`config.mk`:
```
export PLATFORM = sky130hd
export DESIGN_NAME = ui_resp_gen
export DESIGN_NICKNAME = d
export VERILOG_FILES = /design/src/rtl/ui_resp_gen.sv
export SDC_FILE = /design/constraint.sdc
export NUM_CORES = 1
export LEC_CHECK = 0
export CAP_MARGIN = 20
export CORE_MARGIN = 5
export CORE_UTILIZATION = 49
export CTS_CLUSTER_SIZE = 12
export DETAILED_ROUTE_END_ITERATION = 12
export GPL_TIMING_DRIVEN = 0
export PLACE_DENSITY = 0.87
export SLEW_MARGIN = 5
export SYNTH_ARGS = -nofsm -noshare
export SYNTH_HDL_FRONTEND = slang
export SYNTH_SLANG_ARGS = --single-unit
```
`constraint.sdc`:
```
create_clock -name clk -period 5.8 [get_ports clk]
set_input_delay 1.16 -clock clk [delete_from_list [all_inputs] [get_ports clk]]
set_output_delay 1.16 -clock clk [all_outputs]
set_load 0.03 [all_outputs]
```
`src/rtl/ui_resp_gen.sv`:
```
`default_nettype none
// ============================================================================
//  Module   : ui_resp_gen
//  Function : UART UI response generator; writes OK/ERR/hex-data responses
//             and parser echo characters into the transmit character FIFO.
//  Revision : 1.0
// ============================================================================
module ui_resp_gen #(
    parameter int CWIDTH  = 24,
    parameter int PWIDTH  = 36,
    parameter int TIMEOUT = 1024
) (
    input  logic              clk,
    input  logic              rst,
    input  logic              send_char_val,
    input  logic [7:0]        send_char,
    input  logic              send_resp_val,
    input  logic [1:0]        send_resp_type,
    output logic              send_resp_done,
    input  logic              chrg_rd_valid,
    input  logic [CWIDTH-1:0] chrg_rd_data,
    input  logic              phi_rd_valid,
    input  logic [PWIDTH-1:0] phi_rd_data,
    input  logic              char_fifo_full,
    output logic              char_fifo_wr,
    output logic [7:0]        char_fifo_din
);

    localparam int              CNTW     = (TIMEOUT > 2) ? $clog2(TIMEOUT) : 1;
    localparam logic [CNTW-1:0] CNT_LAST = CNTW'(TIMEOUT - 1);

    localparam logic [1:0] T_OK  = 2'b00;
    localparam logic [1:0] T_ERR = 2'b01;
    localparam logic [1:0] T_D0  = 2'b10;
    localparam logic [1:0] T_D1  = 2'b11;

    typedef enum logic [1:0] {
        S_IDLE = 2'd0,
        S_WAIT = 2'd1,
        S_SEND = 2'd2,
        S_DONE = 2'd3
    } state_t;

    state_t          state_q;
    logic [1:0]      type_q;
    logic [35:0]     hold_q;
    logic [3:0]      idx_q;
    logic [CNTW-1:0] cnt_q;
    logic            done_q;
    logic            wr_q;
    logic [7:0]      din_q;

    logic            start_send_d;
    logic [1:0]      start_type_d;
    logic [35:0]     start_data_d;
    logic [1:0]      cur_type_d;
    logic [35:0]     cur_data_d;
    logic [3:0]      cur_idx_d;
    logic            resp_active_d;
    logic            resp_wr_d;
    logic            resp_last_d;
    logic [7:0]      resp_char_d;
    logic [35:0]     chrg_ext;
    logic [35:0]     phi_ext;

    assign chrg_ext = 36'(chrg_rd_data);
    assign phi_ext  = 36'(phi_rd_data);

    function automatic logic [3:0] last_idx(input logic [1:0] t);
        case (t)
            T_OK:    return 4'd3;
            T_ERR:   return 4'd4;
            T_D0:    return 4'd7;
            default: return 4'd10;
        endcase
    endfunction

    function automatic logic [7:0] resp_char(input logic [1:0] t, input logic [35:0] d,
                                             input logic [3:0] i);
        logic [3:0] ndig;
        logic [5:0] amt;
        logic [3:0] nib;
        logic [7:0] c;
        ndig = (t == T_D0) ? 4'd6 : 4'd9;
        amt  = {ndig - 4'd1 - i, 2'b00};
        nib  = 4'(d >> amt);
        c    = 8'h0A;
        case (t)
            T_OK: begin
                case (i)
                    4'd0:    c = 8'h4F;
                    4'd1:    c = 8'h4B;
                    4'd2:    c = 8'h0D;
                    default: c = 8'h0A;
                endcase
            end
            T_ERR: begin
                case (i)
                    4'd0:       c = 8'h45;
                    4'd1, 4'd2: c = 8'h52;
                    4'd3:       c = 8'h0D;
                    default:    c = 8'h0A;
                endcase
            end
            default: begin
                if (i < ndig)
                    c = (nib < 4'd10) ? (8'h30 + {4'h0, nib}) : (8'h37 + {4'h0, nib});
                else if (i == ndig)
                    c = 8'h0D;
                else
                    c = 8'h0A;
            end
        endcase
        return c;
    endfunction

    // The cycle that enters SEND already emits character 0, using the request
    // type and freshly captured data directly, so the first write is not delayed.
    always_comb begin
        start_send_d = 1'b0;
        start_type_d = type_q;
        start_data_d = hold_q;
        case (state_q)
            S_IDLE: begin
                if (send_resp_val) begin
                    start_type_d = send_resp_type;
                    case (send_resp_type)
                        T_OK, T_ERR: start_send_d = 1'b1;
                        T_D0: begin
                            if (chrg_rd_valid) begin
                                start_send_d = 1'b1;
                                start_data_d = chrg_ext;
                            end
                        end
                        default: begin
                            if (phi_rd_valid) begin
                                start_send_d = 1'b1;
                                start_data_d = phi_ext;
                            end
                        end
                    endcase
                end
            end
            S_WAIT: begin
                if ((type_q == T_D0) ? chrg_rd_valid : phi_rd_valid) begin
                    start_send_d = 1'b1;
                    start_data_d = (type_q == T_D0) ? chrg_ext : phi_ext;
                end else if (cnt_q == CNT_LAST) begin
                    start_send_d = 1'b1;
                    start_type_d = T_ERR;
                end
            end
            default: ;
        endcase
        cur_type_d    = start_send_d ? start_type_d : type_q;
        cur_data_d    = start_send_d ? start_data_d : hold_q;
        cur_idx_d     = start_send_d ? 4'd0 : idx_q;
        resp_active_d = start_send_d || (state_q == S_SEND);
        resp_wr_d     = resp_active_d && !char_fifo_full && !send_char_val;
        resp_last_d   = (cur_idx_d == last_idx(cur_type_d));
        resp_char_d   = resp_char(cur_type_d, cur_data_d, cur_idx_d);
    end

    always_ff @(posedge clk) begin
        if (rst) begin
            state_q <= S_IDLE;
            type_q  <= T_OK;
            hold_q  <= '0;
            idx_q   <= '0;
            cnt_q   <= '0;
            done_q  <= 1'b0;
            wr_q    <= 1'b0;
            din_q   <= 8'h00;
        end else begin
            done_q <= (state_q == S_DONE);

            // Echo characters win the FIFO port; a stalled response char retries.
            if (send_char_val && !char_fifo_full) begin
                wr_q  <= 1'b1;
                din_q <= send_char;
            end else if (resp_wr_d) begin
                wr_q  <= 1'b1;
                din_q <= resp_char_d;
            end else begin
                wr_q  <= 1'b0;
            end

            case (state_q)
                S_IDLE: begin
                    if (send_resp_val) begin
                        type_q  <= send_resp_type;
                        state_q <= S_WAIT;
                        cnt_q   <= '0;
                    end
                end
                S_WAIT:  cnt_q   <= cnt_q + CNTW'(1);
                S_DONE:  state_q <= S_IDLE;
                default: ;
            endcase

            if (start_send_d) begin
                type_q  <= start_type_d;
                hold_q  <= start_data_d;
                state_q <= S_SEND;
            end

            if (resp_active_d) begin
                if (resp_wr_d) begin
                    if (resp_last_d) begin
                        idx_q   <= '0;
                        state_q <= S_DONE;
                    end else begin
                        idx_q   <= cur_idx_d + 4'd1;
                    end
                end else begin
                    idx_q <= cur_idx_d;
                end
            end
        end
    end

    assign send_resp_done = done_q;
    assign char_fifo_wr   = wr_q;
    assign char_fifo_din  = din_q;

endmodule
`default_nettype wire

```
After elaboration in Yosys (flattened, before gate mapping)
Cells that the tools add are included.
{"block": "totals", "n_memories": 0, "romBits": 0, "ff_bits": 64, "output_inout_bits": 10, "latch_bits": 0, "in_bits": 77, "wordCells": 94, "mem_bits_rw": 0}
{"block": "classes", "addsub": 6, "n_shift": 1, "order_cmp": 2, "bitwise_logic": 0, "n_mux": 46, "n_eq_ne": 15, "mul": 0, "div_mod_pow": 0, "n_reduce_logical": 16}
{"op": "36-bit 2-to-1 mux", "count": 6}
{"op": "36-bit case mux with 2 select lines", "count": 2}
{"op": "7-bit case mux with 3 select lines", "count": 2}
{"op": "36-bit by 6-bit right shift with 4-bit output", "count": 1}
{"op": "2-bit 2-to-1 mux", "count": 11}
{"op": "10-bit case mux with 2 select lines", "count": 1}
{"op": "4-bit 2-to-1 mux", "count": 4}
{"op": "8-bit 2-to-1 mux", "count": 2}
{"op": "8-bit case mux with 2 select lines", "count": 1}
{"op": "6-bit by 4-bit adder with 7-bit output, first input constant", "count": 2}
{"op": "7-bit 2-to-1 mux", "count": 2}
{"op": "4-bit case mux with 3 select lines", "count": 1}
{"op": "10-bit by 1-bit adder with 10-bit output, second input constant", "count": 1}
{"op": "10-bit equality test, second input constant", "count": 1}
{"op": "2-bit equality test, second input constant", "count": 5}
{"op": "10-bit 2-to-1 mux", "count": 1}
{"op": "4-bit by 2-bit equality test with 1-bit output, second input constant", "count": 2}
{"op": "4-bit equality test", "count": 2}
{"op": "1-bit 2-to-1 mux", "count": 8}
{"op": "2-bit case mux with 2 select lines", "count": 2}
{"op": "2-bit by 1-bit equality test with 1-bit output, second input constant", "count": 3}
{"op": "2-bit zero test", "count": 3}
{"op": "2-bit nonzero test", "count": 3}
{"op": "4-bit by 1-bit adder with 4-bit output, second input constant", "count": 1}
{"op": "14 further kinds", "count": 19}

Depth between registers and ports, before layout
Gate-level depths: netlist (run 1).
{"block": "logic_depth", "word_depth": 17, "depth_mapped": 27}

Least setup slack after synthesis (run 1)
Ideal clock, no wire load.
{"block": "synth_path", "path_type": "input to register", "start": "in send_resp_val", "end": "reg din_q[4] (netlist: char_fifo_din[4])", "required_time_ns": 5.683, "slack_ns": 0.043, "setup_time_ns": 0.117, "cell_stages": 25, "arrival_ns": 5.640, "path_buffers": 5, "cell_sequence": "buf_2 -> nand2_1 -> a21oi_2 -> a211oi_4 -> buf_2 -> buf_2 -> or2_2 -> a22oi_1 -> inv_1 -> ha_1 -> inv_1 -> ha_1 -> inv_1 -> fa_1 -> clkbuf_1 -> inv_1 -> clkbuf_1 -> and2_1 -> a211o_1 -> a21oi_1 -> a221oi_2 -> ha_1 -> and2b_1 -> o21ai_1 -> a22o_1"}
{"block": "synth_via", "elab_chain_len": 14, "word_cells_on_any_way": 35, "classes_between": "add/sub (4); order compare (2); eq/ne (5); shift (1); mux (16); reduce/logical (7)"}
{"item": "start, declared", "line": "17", "rtl": "input logic send_resp_val,"}
{"item": "2-bit 2-to-1 mux or 1-bit 2-to-1 mux (tied branches)", "line": "125", "rtl": "if (send_resp_val) begin"}
{"item": "2-bit case mux with 2 select lines or 1-bit case mux with 2 select lines (tied branches)", "line": "123", "rtl": "case (state_q)"}
{"item": "2-bit 2-to-1 mux", "line": "155", "rtl": "cur_type_d = start_send_d ? start_type_d : type_q;"}
{"item": "2-bit equality test", "line": "84", "rtl": "ndig = (t == T_D0) ? 4'd6 : 4'd9;"}
{"item": "4-bit 2-to-1 mux", "line": "84"}
{"item": "4-bit by 1-bit subtractor with 4-bit output", "line": "85", "rtl": "amt = {ndig - 4'd1 - i, 2'b00};"}
{"item": "4-bit subtractor", "line": "85"}
{"item": "36-bit by 6-bit right shift with 4-bit output", "line": "86", "rtl": "nib = 4'(d >> amt);"}
{"item": "6-bit by 4-bit adder with 7-bit output or 4-bit < comparator (tied branches)", "line": "107", "rtl": "c = (nib < 4'd10) ? (8'h30 + {4'h0, nib}) : (8'h37 + {4'h0, nib});"}
{"item": "7-bit 2-to-1 mux", "line": "107"}
{"item": "7-bit 2-to-1 mux", "line": "106", "rtl": "if (i < ndig)"}
{"item": "8-bit case mux with 2 select lines", "line": "88", "rtl": "case (t)"}
{"item": "8-bit 2-to-1 mux", "line": "181", "rtl": "end else if (resp_wr_d) begin"}
{"item": "8-bit 2-to-1 mux", "line": "178", "rtl": "if (send_char_val && !char_fifo_full) begin"}
{"item": "end signal, assigned", "line": "180", "rtl": "din_q <= send_char;"}
{"item": "end signal, assigned", "line": "183", "rtl": "din_q <= resp_char_d;"}
{"item": "end, declared", "line": "51", "rtl": "logic [7:0] din_q;"}
Parallel ways exist; a longest one is shown, timed or not. The select of a mux whose other input is x is not followed.
A chain may end at the register's enable or synchronous reset.

Worst setup path after layout (run 1)
{"block": "layout_path", "start": "in chrg_rd_valid", "end": "reg din_q[6] (netlist: char_fifo_din[6])"}
{"block": "layout_via", "elab_chain_len": 16, "word_cells_on_any_way": 43, "classes_between": "add/sub (4); order compare (2); eq/ne (5); shift (1); mux (24); reduce/logical (7)"}
{"item": "start, declared", "line": "20", "rtl": "input logic chrg_rd_valid,"}
{"item": "1-bit 2-to-1 mux", "line": "130", "rtl": "if (chrg_rd_valid) begin"}
{"item": "1-bit case mux with 2 select lines", "line": "127", "rtl": "case (send_resp_type)"}
{"item": "1-bit 2-to-1 mux", "line": "125"}
{"item": "1-bit case mux with 2 select lines", "line": "123"}
{"item": "2-bit 2-to-1 mux", "line": "155"}
{"item": "2-bit equality test", "line": "84"}
{"item": "4-bit 2-to-1 mux", "line": "84"}
{"item": "4-bit by 1-bit subtractor with 4-bit output", "line": "85"}
{"item": "4-bit subtractor", "line": "85"}
{"item": "36-bit by 6-bit right shift with 4-bit output", "line": "86"}
{"item": "6-bit by 4-bit adder with 7-bit output or 4-bit < comparator (tied branches)", "line": "107"}
{"item": "7-bit 2-to-1 mux", "line": "107"}
{"item": "7-bit 2-to-1 mux", "line": "106"}
{"item": "8-bit case mux with 2 select lines", "line": "88"}
{"item": "8-bit 2-to-1 mux", "line": "181"}
{"item": "8-bit 2-to-1 mux", "line": "178"}
Parallel ways exist; a longest one is shown, timed or not. The select of a mux whose other input is x is not followed.

==> results of run 1 <==
worst max path at each step:
| stage | depth (start not counted) | to | slack (ns) | from |
|---|---|---|---|---|
| 2_1_floorplan | 25 | char_fifo_din[4]$_SDFFE_PP0P_ | 0.04 | send_resp_val |
| 3_3_place_gp | 23 | char_fifo_din[6]$_SDFFE_PP0P_ | -1.76 | chrg_rd_valid |
| 3_5_place_dp | 24 | char_fifo_din[4]$_SDFFE_PP0P_ | -1.89 | chrg_rd_valid |
| 4_1_cts | 24 | char_fifo_din[6]$_SDFFE_PP0P_ | 0.01 | send_resp_type[0] |
| 5_1_grt | 25 | char_fifo_din[6]$_SDFFE_PP0P_ | 0.01 | chrg_rd_valid |
| 6_report | 25 | char_fifo_din[6]$_SDFFE_PP0P_ | 0.17 | chrg_rd_valid |
flip-flops by register name, indices dropped and copies added (netlist names):
| name | flops |
|---|---|
| state_q | 2 |
| cnt_q | 10 |
| char_fifo_wr | 1 |
| send_resp_done | 1 |
| hold_q | 36 |
| type_q | 2 |
| idx_q | 4 |
| char_fifo_din | 8 |
layout make-up:
type | count | area share (%)
Multi-Input combinational cell | 515 | 54.1
Sequential cell | 64 | 19.9
Timing Repair Buffer | 101 | 14.9
Buffer | 45 | 3.56
Tap cell | 133 | 2.59
Clock buffer | 10 | 2.14
Clock inverter | 6 | 1.42
Inverter | 23 | 1.34
metrics by stage:
stage / cell area, µm² / instances
floorplan: 4950 / 647
global placement: 5970 / 865
detailed placement: 5970 / 865
CTS: 6330 / 889
global route: 6430 / 897
finish: 6430 / 897
worst register-to-register path: stages (launching register included):
cell and delay (ns):
dfxtp_1 0.35, inv_1 0.09, ha_1 0.14, clkbuf_1 0.33
clkbuf_2 0.33, clkbuf_2 0.31, nand2_1 0.16, a21oi_1 0.18
nor2_1 0.07, a31oi_2 0.27, inv_1 0.13, ha_2 0.23
inv_2 0.10, ha_1 0.17, inv_1 0.06, fa_2 0.48
buf_6 0.15, inv_2 0.09, buf_8 0.14, and2_1 0.14
a211o_1 0.10, a21oi_1 0.08, a221oi_2 0.38, ha_2 0.26
and2b_1 0.20, o211ai_1 0.23, a31oi_1 0.13
cells by family (layout without fill, tap and decap cells):
family | after synthesis | in the layout | share of synthesized area [%]
adder cells (fa/ha/maj) | 21 | 21 | 5.46
multiplexers | 10 | 10 | 2.40
AND/OR/NAND/NOR | 246 | 246 | 24.6
AO/OA/AOI/OAI | 219 | 219 | 32.6
XOR/XNOR | 19 | 19 | 3.36
flip-flops | 64 | 64 | 25.9
buffers and inverters | 68 | 185 | 5.73
timing repair:
item                                    4_1_cts  5_1_grt
setup buffers                                 8        8
pin swaps                                     8        8
endpoints found under the setup margin        7        7
resized for setup                            30       20
synthesized netlist by cell type, types with 9 or more instances:
library cell	count	area share [%]
a211oi_1	16	2.4
a21oi_1	41	4.1
a22oi_1	9	1.4
clkbuf_1	32	2.4
dfxtp_1	64	26
ha_1	20	5.1
inv_1	21	1.6
nand2_1	43	3.3
nand3_1	19	1.9
nor2_1	91	6.9
nor3_1	16	1.6
o21ai_0	20	2.0
o221ai_1	19	3.4
o22ai_1	23	2.9
o311ai_0	14	2.5
or3_1	26	3.3
xnor2_1	10	1.8
xor2_1	9	1.6
power groups by stage:
| stage | combinational [µW] | sequential [µW] | clock [µW] |
|---|---|---|---|
| global route | 1350 | 541 | 478 |
| global placement | 1060 | 541 | 0 |
| detailed placement | 1080 | 543 | 0 |
| finish | 1270 | 536 | 458 |
| floorplan | 735 | 557 | 0 |
| CTS | 1150 | 533 | 458 |
routing by layer:
metal	vias to the layer above	track usage (%)	share of wire [%]
li1	2681	-	-
met1	2659	34.3	39
met2	383	46.5	47
met3	70	7.22	9.6
met4	0	15.6	4.5
met5	-	0	0
==> impl_metrics.toml, run 1 <==
[clocking]
clk_path_buf_depth = 2
hold_buffers = 0
cts_tree = "yes"
clock_latency_ns = 0.37
cts_root_buffer = "clkbuf_8"
path_clk_slew_ns = 0.08
cts_buffers = 9
htree_levels = 3
clock-sinks = 64

[run]
max_cap_viol_count = 0

[critical_path]
cp_slowest_cell = "fa_2"
crit_family = "compound AO/OA/AOI/OAI gates"
critPathRequiredTime_ns = 6.02
worstSetupPathType = "in2reg"
r2r_end = "char_fifo_din[6]$_SDFFE_PP0P_"
cp_common_cell = "buf_6"
critPathArrivalTime_ns = 5.86
critical_path.max_fanout = 10
cp_slowest_stage_delay_ns = 0.48
ff2ff_setup_slack_ns = 0.37
cp-end-kind = "register"
path_buf_inv = 9
r2r-start = "state_q[0]$_SDFF_PP0_"
worstSetupStartpointType = "primary input"
r2r_cells = 26

[die]
fp-row-count = 36
ioPinCount = 87
core-area_um2 = 9820
die_area_um2 = 12200
die_h_um = 111
start_util_pct = 50.4
chipWidth_um = 111

[power_and_ir_drop]
p_leak_uw = 0.00233
switchingPower_uw = 983
p_total_uw = 2260
peakVddDrop_v = 0.000180
switching_share_pct = 43.5
p_int_uw = 1280
clockPowerShare_pct = 20.3
combPwrFrac_pct = 56.0
seq_power_share_pct = 23.7
power.density_nw_per_um2 = 351

[layout]
seq_area_um2 = 1280
drive_above_1_share_pct = 11.9
fillers = 864
fin_nets = 857
final_core_util_pct = 65.5
mostFrequentLayoutCells = "nor2_1 (91), clkdlybuf4s50_1 (81), dfxtp_1 (64)"
multiInputGateArea_um2 = 3480
areaGrowthSynthToFinish_pct = 29.8
diodes = 0
final_common_cell = "nor2_1"

[routing]
ant_nets = 0
via_per_inst = 6.46
drt_wl_total_um = 18300
drc = 0
drtIter0Drc = 662
num_vias = 5793
dr.pass1.iters = 5
wl_per_cell_um = 20.4

[sta]
holdWs_ns = 0.483
period_share_pct = 97.1
min_period_ns = 5.63
tightest_slew_ns = 0.890
setup_viol = 0
fmax_mhz = 177
grt_setup_unrepaired = "no"
final_hold_viol_count = 0
finalMaxSlewViolations = 0
max_slew_margin_pct = 40.5
timing.setup.tns_ns = 0
fin_worst_skew_ns = 0.0113
fin_ws_ns = 0.165

[global_routing]
grt_util_all_layers_pct = 28.6
grt_start_max_net_pins = 13
grt_pass1_vias = 5631
overflow = 0
grt_antenna_before_repair = 0
grt_first_pass_wirelength_um = 28700

[min_path]
hold_path_end = "idx_q[3]$_SDFFE_PP0N_"
hold_class = "reg2reg"
hp-start = "idx_q[3]$_SDFFE_PP0N_"
min_path_cells = 2

[synth]
postSynthCellCount = 647
avgSynthCellArea_um2 = 7.66
synth-edff-count = 0
syn_area_um2 = 4950
ys_types = 85
syn_nets = 745
async_reset_ff_share_pct = 0
yosysSeqAreaShare_pct = 25.9
synth_flop_cell = "dfxtp_1"
yosysWarnings = 0
ys_ff_latch = 64

[placed_design]
dpl_worst_slack_ns = -1.89
io_buffers = 85
place_congestion = 0.984
place_hpwl_um = 13400

[run_status]
outcome = "complete, no violations"
Power figures use the tool's default switching activity.
==> inputs of run 2 (changes only) <==
--- a/config.mk
+++ b/config.mk
@@ -6,8 +6,10 @@
 export NUM_CORES = 1
 export LEC_CHECK = 0
 export CAP_MARGIN = 20
+export CELL_PAD_IN_SITES_DETAIL_PLACEMENT = 2
+export CELL_PAD_IN_SITES_GLOBAL_PLACEMENT = 2
 export CORE_MARGIN = 5
-export CORE_UTILIZATION = 49
+export CORE_UTILIZATION = 28
 export CTS_CLUSTER_SIZE = 12
 export DETAILED_ROUTE_END_ITERATION = 12
 export GPL_TIMING_DRIVEN = 0
==> run 2 against run 1 <==
Compared with the run above:
- the run now ends with setup timing left
- critical path depth unchanged
- setup slack got worse by 0.30 ns
- utilization decreased by 26 points
- clock power increased by 31%
- via count increased by 10%
- fmax decreased by 5.1%
==> impl_metrics.toml, run 2 (synthesized netlist as in run 1, its figures left out) <==
[critical_path]
ff2ff_setup_slack_ns = -0.05
worstSetupPathType = "in2reg"
worstSetupStartpointType = "primary input"
cp_common_cell = "ha_4"
r2r_cells = 26
cp_slowest_stage_delay_ns = 0.59
cp_slowest_cell = "fa_1"
critical_path.max_fanout = 9
cp-end-kind = "register"
r2r-start = "state_q[1]$_SDFF_PP0_"
critPathRequiredTime_ns = 6.00
critPathArrivalTime_ns = 6.14
r2r_end = "char_fifo_din[6]$_SDFFE_PP0P_"

[layout]
drive_above_1_share_pct = 14.6
final_core_util_pct = 39.3
areaGrowthSynthToFinish_pct = 37.7
diodes = 0
largest_reg_flops = 36
design_area_um2 = 6820
final_common_cell = "nor2_1"
largest_register = "hold_q"
fin_nets = 870
seq_area_um2 = 1280
multiInputGateArea_um2 = 3530
fillers = 1940
mostFrequentLayoutCells = "nor2_1 (91), clkdlybuf4s50_1 (81), dfxtp_1 (64)"

[power_and_ir_drop]
p_leak_uw = 0.00246
power.density_nw_per_um2 = 394
peakVddDrop_v = 0.000161
combPwrFrac_pct = 57.2
switching_share_pct = 45.6
switchingPower_uw = 1230
p_int_uw = 1460
clockPowerShare_pct = 22.4
seq_power_share_pct = 20.5

[sta]
max_slew_margin_pct = 31.8
fmax_mhz = 168
fin_ws_ns = -0.137
min_period_ns = 5.94
setup_viol = 6
tightest_slew_ns = 1.02
finalMaxSlewViolations = 0
period_share_pct = 102
fin_worst_skew_ns = 0.0134
final_hold_viol_count = 0

[placed_design]
postPlaceCellArea_um2 = 6090
place_hpwl_um = 17600
io_buffers = 85
place_congestion = 0.906

[clocking]
cts_buffers = 9
clock-sinks = 64
cts_tree = "yes"
hold_buffers = 0
clk_path_buf_depth = 2
htree_levels = 3
cts_root_buffer = "clkbuf_16"
clock_latency_ns = 0.37
path_clk_slew_ns = 0.06

[routing]
wl_per_cell_um = 28.7
dr.pass1.iters = 5
num_vias = 6380
drt_wl_total_um = 28700
drc = 0
ant_nets = 0
via_per_inst = 6.37
drtIter0Drc = 578

[global_routing]
grt_start_max_net_pins = 20
overflow = 0
grt_antenna_before_repair = 0
grt_util_all_layers_pct = 23.7
grt_pass1_vias = 6635
grt_first_pass_wirelength_um = 37700

[die]
die_area_um2 = 20500
chipWidth_um = 143
core-area_um2 = 17400
fp-row-count = 48
die_h_um = 143
start_util_pct = 28.5
ioPinCount = 87

[min_path]
hold_class = "reg2reg"
hold_path_end = "idx_q[0]$_SDFFE_PP0N_"
hp-start = "idx_q[0]$_SDFFE_PP0N_"
min_path_cells = 2

[run_status]
violations = "setup timing"
outcome = "complete, but fails checks"

[run]
max_cap_viol_count = 0
-- run 2: cell types whose count changed in the layout (fill, tap and decap cells not counted), moves of 2 or more --
cell,delta
ha_4,+3
inv_1,-2
buf_2,-2
clkbuf_16,+9
clkinvlp_4,-2
dlygate4sd2_1,-2
buf_6,+3
clkbuf_8,-6
clkinv_2,+2
ha_1,-2
buf_4,+12
-- run 2: how the worst max path moves through the flow --
stage	startpoint	end	depth (start not counted)
detailed placement	chrg_rd_valid	char_fifo_din[6]$_SDFFE_PP0P_	23
global placement	chrg_rd_valid	char_fifo_din[6]$_SDFFE_PP0P_	23
CTS	send_resp_type[0]	char_fifo_din[6]$_SDFFE_PP0P_	24
finish	chrg_rd_valid	char_fifo_din[6]$_SDFFE_PP0P_	25
global route	chrg_rd_valid	char_fifo_din[6]$_SDFFE_PP0P_	25
floorplan	send_resp_val	char_fifo_din[4]$_SDFFE_PP0P_	25
-- run 2: stage by stage --
stage | power (µW) | hold WS (ns) | setup slack (ns) | setup TNS [ns] | cells
global route | 2760 | 0.512 | -0.255 | -1.13 | 1001
CTS | 2380 | 0.497 | 0.0123 | 0 | 983
finish | 2690 | 0.492 | -0.137 | -0.457 | 1001
floorplan | 1290 | 0.445 | 0.0434 | 0 | 647
global placement | 1640 | 0.457 | -2.06 | -13.25 | 957
detailed placement | 1700 | 0.489 | -2.43 | -15.82 | 957
-- run 2: layout make-up --
class,instances,share of cell area [%]
Timing Repair Buffer,116,15.9
Clock inverter,3,0.587
Clock buffer,12,3.91
Sequential cell,64,18.8
Buffer,43,3.54
Tap cell,225,4.13
Inverter,23,1.36
Multi-Input combinational cell,515,51.8
-- run 2: layer usage --
layer / wire [µm] / share of wire, % / vias up / track usage, %
met2: 14200 / 50 / 352 / 41.7
met4: 1490 / 5.2 / 0 / 12.7
met5: 0 / 0 / - / 0
met3: 2010 / 7.0 / 118 / 3.65
li1: - / - / 2689 / -
met1: 11000 / 38 / 3221 / 27.6
-- run 2: power by group through the flow --
stage | Sequential [µW] | Combinational [µW] | Clock [µW]
3_3_place_gp | 542 | 1100 | 0
4_1_cts | 540 | 1260 | 580
6_report | 550 | 1540 | 601
2_1_floorplan | 557 | 735 | 0
3_5_place_dp | 548 | 1160 | 0
5_1_grt | 552 | 1600 | 613
-- run 2: what timing repair did --
| item | 4_1_cts | 5_1_grt |
|---|---|---|
| pin swaps | 9 | 12 |
| setup buffers | 12 | 19 |
| endpoints found under the setup margin | 7 | 7 |
| resized for setup | 36 | 44 |
-- run 2: critical path: cells and delay by family --
family                   cells  cell delay (ns)
AO/OA/AOI/OAI                9             2.06
adder cells (fa/ha/maj)      4             1.08
buffers and inverters        9             1.09
AND/OR/NAND/NOR              3             0.72
==> inputs of run 3 (changes only) <==
--- a/config.mk
+++ b/config.mk
@@ -9,11 +9,13 @@
 export CELL_PAD_IN_SITES_DETAIL_PLACEMENT = 2
 export CELL_PAD_IN_SITES_GLOBAL_PLACEMENT = 2
 export CORE_MARGIN = 5
-export CORE_UTILIZATION = 28
+export CORE_UTILIZATION = 29
+export CTS_BUF_LIST = sky130_fd_sc_hd__clkbuf_2 sky130_fd_sc_hd__clkbuf_4 sky130_fd_sc_hd__clkbuf_8
 export CTS_CLUSTER_SIZE = 12
 export DETAILED_ROUTE_END_ITERATION = 12
 export GPL_TIMING_DRIVEN = 0
-export PLACE_DENSITY = 0.87
+export PLACE_DENSITY = 0.89
+export SETUP_SLACK_MARGIN = 0.5
 export SLEW_MARGIN = 5
 export SYNTH_ARGS = -nofsm -noshare
 export SYNTH_HDL_FRONTEND = slang
==> run 3 against run 2 <==
Compared with the run above:
- the run now ends clean
- sequential cell count unchanged
- clock skew up 0.0036 ns
- fmax up 5.2%
- clock power down 21%
- clock-buffer cell count unchanged
- final cell count up 0.80%
- via count up 6.8%
- non-clock buffer count up 13
- power up 4.4%
- register-to-register slack better by 0.21 ns
- largest cell class unchanged
==> impl_metrics.toml, run 3 (synthesized netlist as in run 1, its figures left out) <==
[run_status]
outcome = "complete, no violations"

[clocking]
clock-sinks = 64
path_clk_slew_ns = 0.08
clock_latency_ns = 0.39
cts_root_buffer = "clkbuf_8"
cts_tree = "yes"
clk_path_buf_depth = 2
cts_buffers = 9
hold_buffers = 0
htree_levels = 3

[power_and_ir_drop]
p_total_uw = 2800
seq_power_share_pct = 19.7
p_leak_uw = 0.00252
power.density_nw_per_um2 = 403
p_int_uw = 1450
clockPowerShare_pct = 16.9
switchingPower_uw = 1350
switching_share_pct = 48.2
peakVddDrop_v = 0.000153
combPwrFrac_pct = 63.4

[sta]
period_share_pct = 97.3
fin_worst_skew_ns = 0.0170
tightest_slew_ns = 1.05
holdWs_ns = 0.488
grt_setup_unrepaired = "yes"
min_period_ns = 5.64
max_slew_margin_pct = 29.4
fmax_mhz = 177
final_hold_viol_count = 0
finalMaxSlewViolations = 0
setup_viol = 0

[die]
core-area_um2 = 16600
die_h_um = 141
fp-row-count = 47
chipWidth_um = 141
die_area_um2 = 19800
start_util_pct = 29.8
ioPinCount = 87

[critical_path]
cp_common_cell = "ha_4"
path_cells = "inv_1 > ha_1 > clkbuf_2 > buf_4 > buf_6 > nand2_1 > a21oi_2 > nor2_1 > a31oi_4 > inv_1 > ha_4 > clkinv_4 > ha_4 > clkbuf_1 > a211oi_1 > a211oi_1 > o21ai_1 > a31oi_4 > inv_2 > ha_4 > and2b_1 > o211ai_1 > a31oi_1"
critPathRequiredTime_ns = 6.04
cp_slowest_stage_delay_ns = 0.79
worstSetupPathType = "reg2reg"
worstSetupStartpointType = "register"
critPathArrivalTime_ns = 5.88
critical_path.max_fanout = 10
cp_slowest_cell = "a211oi_1"
cp-end-kind = "register"

[routing]
dr.pass1.iters = 5
via_per_inst = 6.75
ant_nets = 0
drt_wl_total_um = 32000
num_vias = 6812
wl_per_cell_um = 31.7
drtIter0Drc = 655
drc = 0

[layout]
largest_reg_flops = 36
final_common_cell = "nor2_1"
largest_register = "hold_q"
final_core_util_pct = 41.8
drive_above_1_share_pct = 18.3
layout.cells.non_filler = 1009
diodes = 0
design_area_um2 = 6960
mostFrequentLayoutCells = "nor2_1 (91), clkdlybuf4s50_1 (81), dfxtp_1 (63)"
fin_nets = 883
areaGrowthSynthToFinish_pct = 40.6

[placed_design]
dpl.cell_count = 952
postPlaceCellArea_um2 = 6140
place_hpwl_um = 18100
io_buffers = 85
place_congestion = 0.893

[global_routing]
grt_util_all_layers_pct = 27.4
grt_first_pass_wirelength_um = 42300
grt_pass1_vias = 7152
overflow = 0
grt_start_max_net_pins = 11
grt_antenna_before_repair = 0

[min_path]
hold_class = "reg2reg"

[run]
max_cap_viol_count = 0
run 3: layer usage:
layer,GRT usage [%],vias up,wire length [µm]
met5,0,-,0
met4,17.5,0,2820
met3,7.01,218,2560
met2,46.4,478,15000
met1,30.7,3407,11600
li1,-,2709,-
run 3: power by group through the flow:
stage	registers [µW]	clock network, µW	logic, µW
after floorplan	557	0	765
after CTS	540	468	1370
after global placement	542	0	1120
after global routing	554	493	1830
after detailed placement	548	0	1190
final	552	475	1780
run 3: final cells by class:
class	instances	area, µm²
plain buffers	45	272
clock buffers	12	159
clock inverters	3	65.1
fillers	1845	9680
inverters	23	98.8
multi-input cells	515	3620
flip-flops and latches	64	1280
well taps	220	275
repair buffers	127	1190
run 3: timing repair:
action / in CTS / in global routing
setup buffers: 26 / 16
setup endpoints to repair: 8 / 7
pin swaps: 13 / 19
resized for setup: 47 / 50
run 3: worst paths after layout:
check | startpoint | to | slack, ns | cells past startpoint
max | state_q[0]$_SDFF_PP0_ | char_fifo_din[6]$_SDFFE_PP0P_ | 0.16 | 23
min | idx_q[0]$_SDFFE_PP0N_ | idx_q[0]$_SDFFE_PP0N_ | 0.49 | 2
max reg2reg | state_q[0]$_SDFF_PP0_ | char_fifo_din[6]$_SDFFE_PP0P_ | 0.16 | 23
min reg2reg | idx_q[0]$_SDFFE_PP0N_ | idx_q[0]$_SDFFE_PP0N_ | 0.49 | 2
run 3: metrics by stage:
step / worst slack [ns] / TNS (ns)
4_1_cts: 0.501 / 0
3_3_place_gp: -1.37 / -8.47
5_1_grt: 0.0546 / 0
2_1_floorplan: 0.504 / 0
3_5_place_dp: -1.59 / -10.48
6_report: 0.159 / 0
run 3: worst max-delay path: cells and delay by family, from the launching register on:
family,cells,cell delay (ns)
AO/OA/AOI/OAI,8,2.38
buffers and inverters,8,1.47
adder cells (fa/ha/maj),4,0.74
AND/OR/NAND/NOR,3,0.51
flip-flops,1,0.36
==> edit 1, RTL diff (flow settings as in run 1) <==
`CWIDTH`: 24 -> 12.
--- a/src/rtl/ui_resp_gen.sv
+++ b/src/rtl/ui_resp_gen.sv
@@ -6,7 +6,7 @@
 //  Revision : 1.0
 // ============================================================================
 module ui_resp_gen #(
-    parameter int CWIDTH  = 24,
+    parameter int CWIDTH  = 12,
     parameter int PWIDTH  = 36,
     parameter int TIMEOUT = 1024
 ) (
Interface: changed (resized chrg_rd_data); port bits go from 87 to 75. The function was not compared with the original's and may differ.
==> edit 1 against run 1 <==
Fmax is 2.1% lower. Synthesized area is 2.2% lower. Design area is 3.2% lower. Sequential share of layout area is 0.65 points higher. Sequential cell count stayed put. Routed wire length is 7.7% lower. Power is 4.2% lower. Critical endpoint is now char_fifo_din[0]. Largest cell class unchanged. Setup slack worse by 0.12 ns. Clock skew is 0.0036 ns lower. Hold slack better by 0.018 ns. Register-to-register slack worse by 0.16 ns. Synthesized cell count is 4.5% lower.
==> edit 1: results (changes against run 1) <==
ys_top_cells_by_area: "dfxtp_1, nor2_1, ha_1, a21oi_1, nand2_1"
globalplace.congestion: 0.9545  # -3.0%
synthTopCellsByCount: "nor2_1, dfxtp_1, nand2_1"
portBuffers: 73  # -14%
ir_worst_vdd_v: 0.0002482  # +38%
drt_iter0_markers: 512  # -23%
placedCellCount: 824  # -4.7%
dp_slack_ns: -1.641  # +0.2521 ns
fin_nets: 801  # -6.5%
crit_arrival_ns: 6.04  # +0.18 ns
insertion_delay_ns: 0.35  # -0.02 ns
p_leak_nw: 2.322  # -0.18%
syn_avg_cell_area_um2: 7.835  # +2.3%
grt_pass1_vias: 5371  # -4.6%
switchingPower_uw: 964.7  # -1.9%
netlist.area_leader.share: 0.2646  # +0.005948
yosysSeqAreaShare: 0.2646  # +0.005948
outcome: "completed"
critPathMaxFanout: 10  # unchanged
grt_pass1_wl_um: 26650  # -7.2%
dp_hpwl_um: 12080  # -9.7%
syn_nets: 704  # -5.5%
post_drt_wl_per_cell_um: 19.80  # -2.9%
tightestPinTransition_ns: 0.7362  # -0.1536 ns
drive_gt1_frac: 0.1597  # +0.04061
htreeDepth: 3  # unchanged
first_pass_iters: 5  # unchanged
synth_cell_types: 87  # +2.4%
grt_use_total: 0.2820  # -0.003553
via_per_inst: 6.488  # +0.46%
vias: 5534  # -4.5%
[edit 1: changes by cell type after synthesis, sizes merged, moves of 7 or more]
cell    change
nor2       -13
o221ai      -9
or3         -9
a211oi      -8
o22ai       -8
a22oi       +7
[edit 1: layout make-up]
| class | count | area [um2] |
|---|---|---|
| inverter | 29 | 113.9 |
| timing repair buffer | 87 | 827.0 |
| clock buffer | 11 | 151.4 |
| clock inverter | 5 | 55.05 |
| multi-input combinational | 487 | 3451 |
| fill | 805 | 3457 |
| buffer | 37 | 181.4 |
| tap | 133 | 166.4 |
| sequential | 64 | 1281 |
[edit 1: final timing paths]
check,start,end,slack (ns),depth (start not counted)
min,idx_q[3],idx_q[3],0.50,2
max,send_resp_type[1],char_fifo_din[0],0.05,21
max reg2reg,state_q[1],char_fifo_din[0],0.21,24
min reg2reg,idx_q[3],idx_q[3],0.50,2
[edit 1: per-stage QoR]
| stage | area (um2) | setup TNS, ns | hold WS [ns] | utilization |
|---|---|---|---|---|
| after floorplan | 4848 | 0 | 0.4450 | - |
| after global placement | 5746 | -8.810 | 0.4699 | 0.5933 |
| after detailed placement | 5746 | -9.906 | 0.4907 | 0.5933 |
| after CTS | 6147 | 0 | 0.5014 | 0.6348 |
| after global routing | 6227 | -0.05884 | 0.5211 | 0.6430 |
| final | 6227 | 0 | 0.5006 | 0.6430 |
[edit 1: timing repair]
item,CTS,global route
resized for setup,39,22
pin swaps,7,6
endpoints found under the setup margin,7,5
hold endpoints to repair,0,0
setup buffers,10,4
cloned,0,0
[edit 1: power by group through the flow]
stage	combinational [mW]	clock (mW)	sequential [mW]
after floorplan	0.707	0	0.534
after global placement	1.02	0	0.516
after detailed placement	1.04	0	0.519
after CTS	1.16	0.412	0.509
after global routing	1.34	0.438	0.514
final	1.24	0.413	0.510
[edit 1: cell families after synthesis]
logic type,Yosys count,synth area share
DFF,64,0.2646
adders and majority gates,21,0.05581
muxes,13,0.02868
buffers and inverters,67,0.05762
xor gates and xnor gates,13,0.02351
and+or+nand+nor,230,0.2450
AOI/OAI and AO/OA,210,0.3248
[edit 1: per-layer routing]
metal / global-route usage / part of all wire
met4: 0.1318 / 0.028
met1: 0.3604 / 0.41
met3: 0.05520 / 0.096
met2: 0.4568 / 0.47
met5: 0 / 0
[edit 1: worst max-delay path, cell delays in order]
cell,delay [ns]
clkdlybuf4s50_1,0.56
a21oi_4,0.33
a211oi_4,0.09
buf_2,0.24
or2_2,0.32
a22oi_2,0.19
inv_2,0.08
ha_4,0.19
inv_4,0.08
ha_4,0.13
inv_1,0.05
fa_2,0.52
clkbuf_8,0.14
inv_4,0.06
or4_4,0.55
a311oi_2,0.28
a21oi_2,0.12
buf_4,0.16
or4_4,0.54
a21oi_2,0.11
nand3b_1,0.13
==> edit 2, RTL diff (flow settings as in run 1) <==
Without the edit above. Encoding of `state_t`: now one-hot (4 bits for 4 states).
--- a/src/rtl/ui_resp_gen.sv
+++ b/src/rtl/ui_resp_gen.sv
@@ -34,11 +34,11 @@
     localparam logic [1:0] T_D0  = 2'b10;
     localparam logic [1:0] T_D1  = 2'b11;
 
-    typedef enum logic [1:0] {
-        S_IDLE = 2'd0,
-        S_WAIT = 2'd1,
-        S_SEND = 2'd2,
-        S_DONE = 2'd3
+    typedef enum logic [3:0] {
+        S_IDLE = 4'b0001,
+        S_WAIT = 4'b0010,
+        S_SEND = 4'b0100,
+        S_DONE = 4'b1000
     } state_t;
 
     state_t          state_q;
Formal check against the unedited RTL: same outputs for any inputs over 4 cycles, from zero or initial values and one cycle with rst high; so few cycles prove little.
==> edit 2 against run 1 <==
Fmax is 1.5% lower. Clock skew is 0.0026 ns lower. Register-to-register slack worse by 0.16 ns. Die area is 1.5% higher. Synthesized area is 1.6% higher. Routed wire length is 2.7% higher. Final cell count is 1.4% higher. Critical path depth stayed put. Design area is 2.5% higher. Sequential cell count is 2 higher. Power is 22% lower. Setup slack worse by 0.084 ns. Critical path type unchanged. Critical endpoint is now char_fifo_din[1].
==> edit 2: results (changes against run 1) <==
cp_slowest_cell: "fa_1"
via_per_inst: 6.630  # +2.7%
cts_root_buffer: "clkbuf_8"
seq_power_share: 0.287  # +0.050
r2r_cells: 23  # -12%
top_register: "hold_q"
synthArstFlopShare: 0  # unchanged
dp_hpwl_um: 13670  # +2.2%
synth-adder-area-share: 0.04375  # -0.01081
grt_max_degree: 20  # +7
htreeDepth: 3  # unchanged
synthMuxAreaShare: 0.02958  # +0.005584
drive_gt1_frac: 0.1214  # +0.002337
syn_nets: 750  # +0.67%
grt_use_total: 0.2854  # about the same
hold_path.class: "reg2reg"
insertion_delay_ns: 0.35  # -0.02 ns
vias: 6033  # +4.1%
antenna_found_initial: 0  # unchanged
yosysSeqAreaShare: 0.2625  # +0.003840
ir_worst_vdd_v: 0.0001674  # -7.1%
post_cts_buffers: 6  # -2
cts_buffers: 9  # unchanged
ant_nets: 0  # unchanged
relSlewSlack: 0.4467  # +0.04206
portBuffers: 86  # +1.2%
synthTopCellsByCount: "nor2_1, dfxtp_1, nand2_1"
fin_skew_ns: 0.008732  # -0.002582 ns
finalWirelength_um: 18770  # +2.7%
fin_nets: 863  # +0.70%
diodes: 0  # unchanged
synth_xor_area_frac: 0.01218  # -0.02141
synth_compound_area_frac: 0.3226  # -0.002942
ctsResizeCount: 45  # +50%
p_leak_nw: 2.456  # +5.6%
placedCellCount: 878  # +1.5%
holdPathStages: 2  # unchanged
swShare: 0.3905  # -0.04480
ys_top_cells_by_area: "dfxtp_1, nor2_1, ha_1, o221ai_1, nand2_1"
clk_pin_slew_ns: 0.08  # about the same
power_mw: 1.764  # -22%
globalplace.congestion: 0.9663  # -1.8%
grt_pass1_wl_um: 29270  # +2.0%
cpPeakStageDelay_ns: 0.59  # +0.11 ns
power.clock.total_uw: 457  # about the same
first_pass_iters: 5  # unchanged
largest_register_ffs: 36  # unchanged
drt_iter0_markers: 560  # -15%
synth_cell_types: 79  # -7.1%
ys.flop_type: "dfxtp_1"
grt_pass1_vias: 5801  # +3.0%
outcome: "completed"
syn_avg_cell_area_um2: 7.673  # +0.22%
crit_arrival_ns: 5.98  # +0.12 ns
## edit 2: cell count changes in the layout (fill, tap and decap cells not counted), sizes merged, moves of 10 or more
cell           run 1  this run
nor4bb             1        11
a311oi             2        12
or3               26         9
a21oi             42        31
nand3b             1        13
o22ai             23        11
## edit 2: worst paths after layout
check	startpoint	to	slack, ns
setup / recovery	send_resp_type[0]	char_fifo_din[1]	0.08
hold / removal	char_fifo_din[7]	char_fifo_din[7]	0.49
setup reg to reg	state_q[3]	char_fifo_din[1]	0.21
hold reg to reg	char_fifo_din[7]	char_fifo_din[7]	0.49
## edit 2: area by class of cell
cell class | instances | area (um2)
Buffer | 50 | 261.5
Clock buffer | 10 | 137.6
Clock inverter | 6 | 90.09
Fill cell | 876 | 3596
Inverter | 32 | 123.9
Multi-Input combinational cell | 505 | 3490
Sequential cell | 66 | 1321
Tap cell | 136 | 170.2
Timing Repair Buffer | 105 | 994.7
## edit 2: per-stage QoR
step	area [um2]	hold WS, ns	worst slack, ns	utilization
6_report	6589	0.4860	0.08178	0.6469
5_1_grt	6589	0.5085	-0.03420	0.6469
4_1_cts	6481	0.4931	0.01039	0.6364
3_5_place_dp	6073	0.4799	-2.076	0.5963
3_3_place_gp	6073	0.4669	-1.993	0.5963
2_1_floorplan	5042	0.4461	0.01844	-
## edit 2: metal layers
metal,track usage,up-vias,wire [um]
li1,-,2708,-
met1,0.3653,2853,7448
met2,0.4624,408,8729
met3,0.07120,64,2004
met4,0.1135,0,592
met5,0,-,0
## edit 2: worst max-delay path, delay by kind of cell
kind	cells	cell delay, ns
muxes	1	0.29
AOI/OAI and AO/OA	9	1.67
buffers and inverters	9	1.16
and+or+nand+nor	2	0.44
adders and majority gates	4	1.23
